===== src/rtl/bin_to_bcd_driver_pkg.sv =====
`default_nettype none
// ============================================================================
// Module   : bin_to_bcd_driver_pkg
// Brief    : Shared types and constants for the binary-to-BCD display driver.
// Revision : 1.0 - initial release
// ============================================================================
package bin_to_bcd_driver_pkg;

  typedef enum logic [0:0] {
    IDLE  = 1'b0,
    SHIFT = 1'b1
  } state_e;

  localparam logic [3:0] BCD_BLANK      = 4'hF;
  localparam logic [3:0] ADD3_THRESHOLD = 4'd5;

  // ceil(width * log10(2)), using log10(2) ~= 0.30103
  function automatic int min_digits(input int width);
    return (width * 30103 + 99999) / 100000;
  endfunction

endpackage
`default_nettype wire


===== src/rtl/bin_to_bcd_driver_add3.sv =====
`default_nettype none
// ============================================================================
// Module   : bcd_add3
// Brief    : Double-dabble digit correction: adds 3 to a BCD digit >= 5.
// Revision : 1.0 - initial release
// ============================================================================
module bcd_add3
  import bin_to_bcd_driver_pkg::*;
(
  input  logic [3:0] digit_i,
  output logic [3:0] digit_o
);

  assign digit_o = (digit_i >= ADD3_THRESHOLD) ? digit_i + 4'd3 : digit_i;

endmodule
`default_nettype wire


===== src/rtl/bin_to_bcd_driver.sv =====
`default_nettype none
// ============================================================================
// Module   : bin_to_bcd_driver
// Brief    : Sequential shift-and-add-3 binary-to-BCD converter with a
//            start/busy/done handshake. Optional macro BCD_LEADING_BLANK_EN
//            replaces leading zero digits with 4'hF on completion.
// Revision : 1.0 - initial release
// ============================================================================
module bin_to_bcd_driver
  import bin_to_bcd_driver_pkg::*;
#(
  parameter int DATA_WIDTH = 16,
  parameter int DIGITS     = 5
) (
  input  logic                    clock,
  input  logic                    reset,
  input  logic                    start,
  input  logic [DATA_WIDTH-1:0]   bin_in,
  output logic                    busy,
  output logic                    done,
  output logic [4*DIGITS-1:0]     bcd_out
);

  localparam int SW = 4 * DIGITS;
  localparam int TW = SW + DATA_WIDTH;
  localparam int CW = $clog2(DATA_WIDTH + 1);

  if (DIGITS < min_digits(DATA_WIDTH)) begin : g_digits_check
    $error("bin_to_bcd_driver: DIGITS too small for DATA_WIDTH");
  end

  state_e          state_q, state_d;
  logic [TW-1:0]   shreg_q, shreg_d;
  logic [CW-1:0]   cnt_q, cnt_d;
  logic            busy_q, busy_d;
  logic            done_q, done_d;
  logic [SW-1:0]   bcd_q, bcd_d;

  logic [SW-1:0]   w_adj;
  logic [TW-1:0]   w_shifted;
  logic [SW-1:0]   w_final;
  logic [SW-1:0]   w_result;

  for (genvar gi = 0; gi < DIGITS; gi++) begin : g_add3
    bcd_add3 u_add3 (
      .digit_i (shreg_q[DATA_WIDTH + 4*gi +: 4]),
      .digit_o (w_adj[4*gi +: 4])
    );
  end

  // The scratch MSB shifts out; the DIGITS constraint guarantees it is zero.
  assign w_shifted = {w_adj, shreg_q[DATA_WIDTH-1:0]} << 1;
  assign w_final   = w_shifted[TW-1 -: SW];

`ifdef BCD_LEADING_BLANK_EN
  logic w_seen;

  always_comb begin
    w_result = w_final;
    w_seen   = 1'b0;
    for (int i = DIGITS - 1; i > 0; i--) begin
      if (w_final[4*i +: 4] != 4'd0) w_seen = 1'b1;
      if (!w_seen) w_result[4*i +: 4] = BCD_BLANK;
    end
  end
`else
  assign w_result = w_final;
`endif

  always_comb begin
    state_d = state_q;
    shreg_d = shreg_q;
    cnt_d   = cnt_q;
    busy_d  = busy_q;
    done_d  = 1'b0;
    bcd_d   = bcd_q;
    case (state_q)
      IDLE: begin
        if (start) begin
          shreg_d = {{SW{1'b0}}, bin_in};
          cnt_d   = CW'(DATA_WIDTH);
          busy_d  = 1'b1;
          state_d = SHIFT;
        end
      end
      SHIFT: begin
        shreg_d = w_shifted;
        cnt_d   = cnt_q - CW'(1);
        if (cnt_q == CW'(1)) begin
          bcd_d   = w_result;
          done_d  = 1'b1;
          busy_d  = 1'b0;
          state_d = IDLE;
        end
      end
      default: state_d = IDLE;
    endcase
  end

  always_ff @(posedge clock) begin
    if (reset) begin
      state_q <= IDLE;
      shreg_q <= '0;
      cnt_q   <= '0;
      busy_q  <= 1'b0;
      done_q  <= 1'b0;
      bcd_q   <= '0;
    end else begin
      state_q <= state_d;
      shreg_q <= shreg_d;
      cnt_q   <= cnt_d;
      busy_q  <= busy_d;
      done_q  <= done_d;
      bcd_q   <= bcd_d;
    end
  end

  assign busy    = busy_q;
  assign done    = done_q;
  assign bcd_out = bcd_q;

endmodule
`default_nettype wire


===== config.mk =====
export PLATFORM = sky130hd
export DESIGN_NAME = bin_to_bcd_driver
export DESIGN_NICKNAME = d
export VERILOG_FILES = /design/src/rtl/bin_to_bcd_driver_pkg.sv /design/src/rtl/bin_to_bcd_driver_add3.sv /design/src/rtl/bin_to_bcd_driver.sv
export SDC_FILE = /design/constraint.sdc
export NUM_CORES = 1
export LEC_CHECK = 0
export ABC_AREA = 0
export ABC_CLOCK_PERIOD_IN_PS = 3600
export CAP_MARGIN = 20
export CORE_MARGIN = 4
export CORE_UTILIZATION = 55
export CTS_BUF_LIST = sky130_fd_sc_hd__clkbuf_16
export DETAILED_ROUTE_END_ITERATION = 6
export DONT_BUFFER_PORTS = 1
export GPL_TIMING_DRIVEN = 1
export HOLD_SLACK_MARGIN = 0.08
export PLACE_DENSITY_LB_ADDON = 0.12
export SLEW_MARGIN = 20
export SYNTH_ARGS = -nofsm -noshare
export SYNTH_HDL_FRONTEND = slang
export SYNTH_HIERARCHICAL = 1
export SYNTH_SLANG_ARGS = --single-unit

===== constraint.sdc =====
create_clock -name clock -period 3.6 [get_ports clock]
set_clock_uncertainty 0.2 [all_clocks]
set_input_delay 0.36 -clock clock [delete_from_list [all_inputs] [get_ports clock]]
set_output_delay 0.36 -clock clock [all_outputs]
set_load 0.02 [all_outputs]

# Yosys cells after proc, flatten, opt, wreduce, memory -nomap -nowiden
# Index checks and enable logic that the tools add are counted.
# word_totals
register_bits	64
word_cells	40
# op_classes
n_addsub	6
n_lt_le_gt_ge	5
n_eq_ne	3
n_mux	16
bitwise	1
reduce_logical	3
# op_table
cell	count
$pmux 36 s2	1
$mux 36	1
$ge 4x3->1 const B	5
$add 4x2->4 const B	4
$mux 4	4
$pmux 5 s2	1
$eq 5x1->1 const B	1
$mux 1	5
$mux 5	1
$sub 5x1->5 const B	1
$pmux 1 s2	2
$reduce_and 2->1	2
$add 3x2->3 const B	1
$mux 3	1
$ne 2x1->1 const B	1
$ne 2x2->1 const B	1
$reduce_or 2->1	1
$not 1->1	1

# Logic depth before layout (Yosys ltp)
# logic_depth
depth_word	3
depth_mapped	7

# Modules after synthesis
# The synthesis kept the hierarchy.
# modules_own_cells
mod	n_inst	cells_per_inst	area_each_um2	seq_area_each_um2
bin_to_bcd_driver	1	243	2476.1	1281.2
bcd_add3	5	16	101.3	0.0

# Worst setup path before layout
# OpenSTA, ideal clock, no wires.
# synth_timing
path_kind	register to register
start	register cnt_q[0]
end	register bcd_q[10], in the netlist bcd_out[10]
setup_time_ps	117
t_arrival_ps	1242
slack_ps	2042
path_stages_with_launch	6
n_path_buf	1
path_cell_list	dfxtp_1 > ha_1 > nand3b_1 > o31a_1 > buf_2 > a22o_1
# synth_between
elab_chain_len	2
# synth_lines
element	line_no	rtl
start: declaration	bin_to_bcd_driver.sv:34	logic [CW-1:0] cnt_q, cnt_d;
start signal: assignment	bin_to_bcd_driver.sv:111	cnt_q <= cnt_d;
$eq 5x1->1	bin_to_bcd_driver.sv:89	if (cnt_q == CW'(1)) begin
$reduce_and 2->1 (no source line)	-	
end signal: assignment	bin_to_bcd_driver.sv:107	bcd_q <= '0;
end signal: assignment	bin_to_bcd_driver.sv:114	bcd_q <= bcd_d;
end: declaration	bin_to_bcd_driver.sv:37	logic [SW-1:0] bcd_q, bcd_d;
# Every way passes these cells.
# A chain may end at the register's enable or synchronous reset.

# Worst setup path after layout
# layout_timing
start	input port start
end	register cnt_q[3]
# layout_between
elab_chain_len	1
# layout_lines
element	line_no	rtl
start: declaration	bin_to_bcd_driver.sv:17	input logic start,
$ne 2x2->1 (no source line)	-	
# Every way passes these cells.

==> metrics.yaml <==
status:
  status: "finished, final reports clean"
setup_path:
  r2r-end: "bcd_out[6]"
  crit_start: "start"
  worstPathMaxFanout: 23
  crit_arrival_ps: 2010
  reg2reg_slack_ps: 1610
  crit_end: "cnt_q[3]"
  r2r_cells: 5
  worstReg2RegStart: "cnt_q[1]"
  criticalPathCategory: "in2reg"
  critPathLaunchType: "input port"
  cp-end-kind: "flop"
  required_ps: 3600
clock_network:
  numCtsBuffers: 9
  tritoncts: "done"
  clock-sinks: 64
  insertion_delay_ps: 320
  clk_pin_slew_ps: 50
  root_buffer: "clkbuf_16"
  clock_path_buffers: 2
  cts-resized-gates: 0
  htree_levels: 3
timing:
  setup_viol: 0
  period_minus_slack_ps: 2011
  slew_headroom_pct: 35.77
  finalHoldViolCount: 0
  fmax_mhz: 497.4
  slew_violations: 0
  finalCritPeriodShare_pct: 55.85
  rsz0062_at_grt: "no"
  fin_tns_setup_ps: 0
  worst_pin_slew_ps: 960.3
  worst_slack_ps: 1589
  whs_ps: 91.33
yosys:
  syn_inst: 319
  avgSynthCellArea_um2: 9.288
  syn_nets: 350
  syn-cell-area_um2: 2963
  ys_warn_count: 6
global_routing:
  grt_use_total_pct: 19.36
  antenna_found_initial: 0
  grt_pass1_vias: 2150
  grt-ovfl-total: 0
  grt_max_degree: 69
  grt_pass1_wl_um: 9735
cells_and_area:
  finalNonFillerCells: 389
  fin_util_pct: 63.45
  drive_gt1_share_pct: 7.210
  fin_area_um2: 3282
  area_growth_pct: 10.77
  final_nets: 346
  n_fill_cell: 428
  antenna_cells: 0
placement:
  place_hpwl_um: 3380
  postPlaceCellArea_um2: 2975
  io_buffers: 0
  place_inst: 370
  gp_congestion: 0.8123
  dp_slack_ps: 1477
detailed_routing:
  drt-initial-drc-count: 99
  vias_per_cell: 5.527
  ant_nets: 0
  drtPass1Iterations: 4
  via_count: 2150
  wl_um: 5518
  wire_per_inst_um: 14.19
  drcViolationCount: 0
die:
  die_h_um: 81.40
  start_util_pct: 57.28
  num_rows: 26
  die_area_um2: 6625
  core_area_um2: 5172
  dieWidth_um: 81.40
  io_pins: 41
power:
  total_power_mw: 1.580
  vdd.ir_drop.worst_mv: 0.3586
  p_leak_nw: 1.311
  p_per_area_nw_per_um2: 481.4
min_path:
  worstHoldPathType: "in2reg"
  min_from: "start"
job:
  cap_violations: 0
## state kept, by name (all words and copies together), names as in the netlist
name     flops
cnt_q        5
busy         1
state_q      1
done         1
shreg_q     36
bcd_out     20
## metal layers
| metal | GRT usage, % | up-vias | part of all wire, % |
|---|---|---|---|
| li1 | - | 1094 | - |
| met1 | 21.01 | 1018 | 47 |
| met2 | 33.31 | 32 | 48 |
| met3 | 7.650 | 6 | 3.7 |
| met4 | 8.108 | 0 | 1.4 |
| met5 | 0 | - | 0 |
## power by group
part           leakage (nW)  internal [mW]  switching [mW]
Sequential            0.520          0.729          0.0157
Combinational         0.658         0.0432          0.0580
Clock                 0.133          0.451           0.282
Total                  1.31           1.22           0.356
## critical path: stages
cell,delay [ps]
dlygate4sd3_1,1170
nor2_1,220
o21ai_1,190
a21oi_1,70
## how the worst min path moves through the flow
stage / end / slack (ps) / depth (start not counted)
final: shreg_q[23] / 90 / 3
after global routing: busy / 90 / 2
after CTS: busy / 80 / 2
after detailed placement: cnt_q[3] / 240 / 1
after global placement: shreg_q[19] / 240 / 1
after floorplan: shreg_q[10] / 260 / 2
## cells in the final DEF, fill, tap and decap left out
master and count:
mux2_1 15, dfxtp_2 1, xnor2_1 5, ha_1 12, nor2b_1 3, dfxtp_1 63
o21a_1 1, nor4_4 1, clkbuf_16 9, mux2i_1 22, dlygate4sd3_1 2, clkinvlp_4 1
nand3b_1 3, nor4_1 1, nor2_1 44, a22o_1 20, buf_6 1, buf_4 1
nand2b_1 11, nor3b_1 20, o21ai_0 4, clkinv_2 3, and4_1 1, nor3_1 3
nand2_1 19, inv_1 15, a21oi_2 5, o31a_1 3, buf_12 1, a21oi_1 23
o21ai_1 6
## repair_timing
item                      4_1_cts  5_1_grt
hold endpoints to repair       43        0
hold buffers                    3        0
setup buffers                   0        0
## cell type report
class | instances | area, um2 | area share (%)
timing repair buffer | 5 | 58.81 | 1.792
tap | 70 | 87.58 | 2.669
clock buffer | 9 | 225.2 | 6.862
sequential | 64 | 1282 | 39.08
multi-input combinational | 222 | 1549 | 47.20
inverter | 13 | 48.80 | 1.487
clock inverter | 6 | 30.03 | 0.9150
No activity file was read; power rests on OpenSTA's default activity.
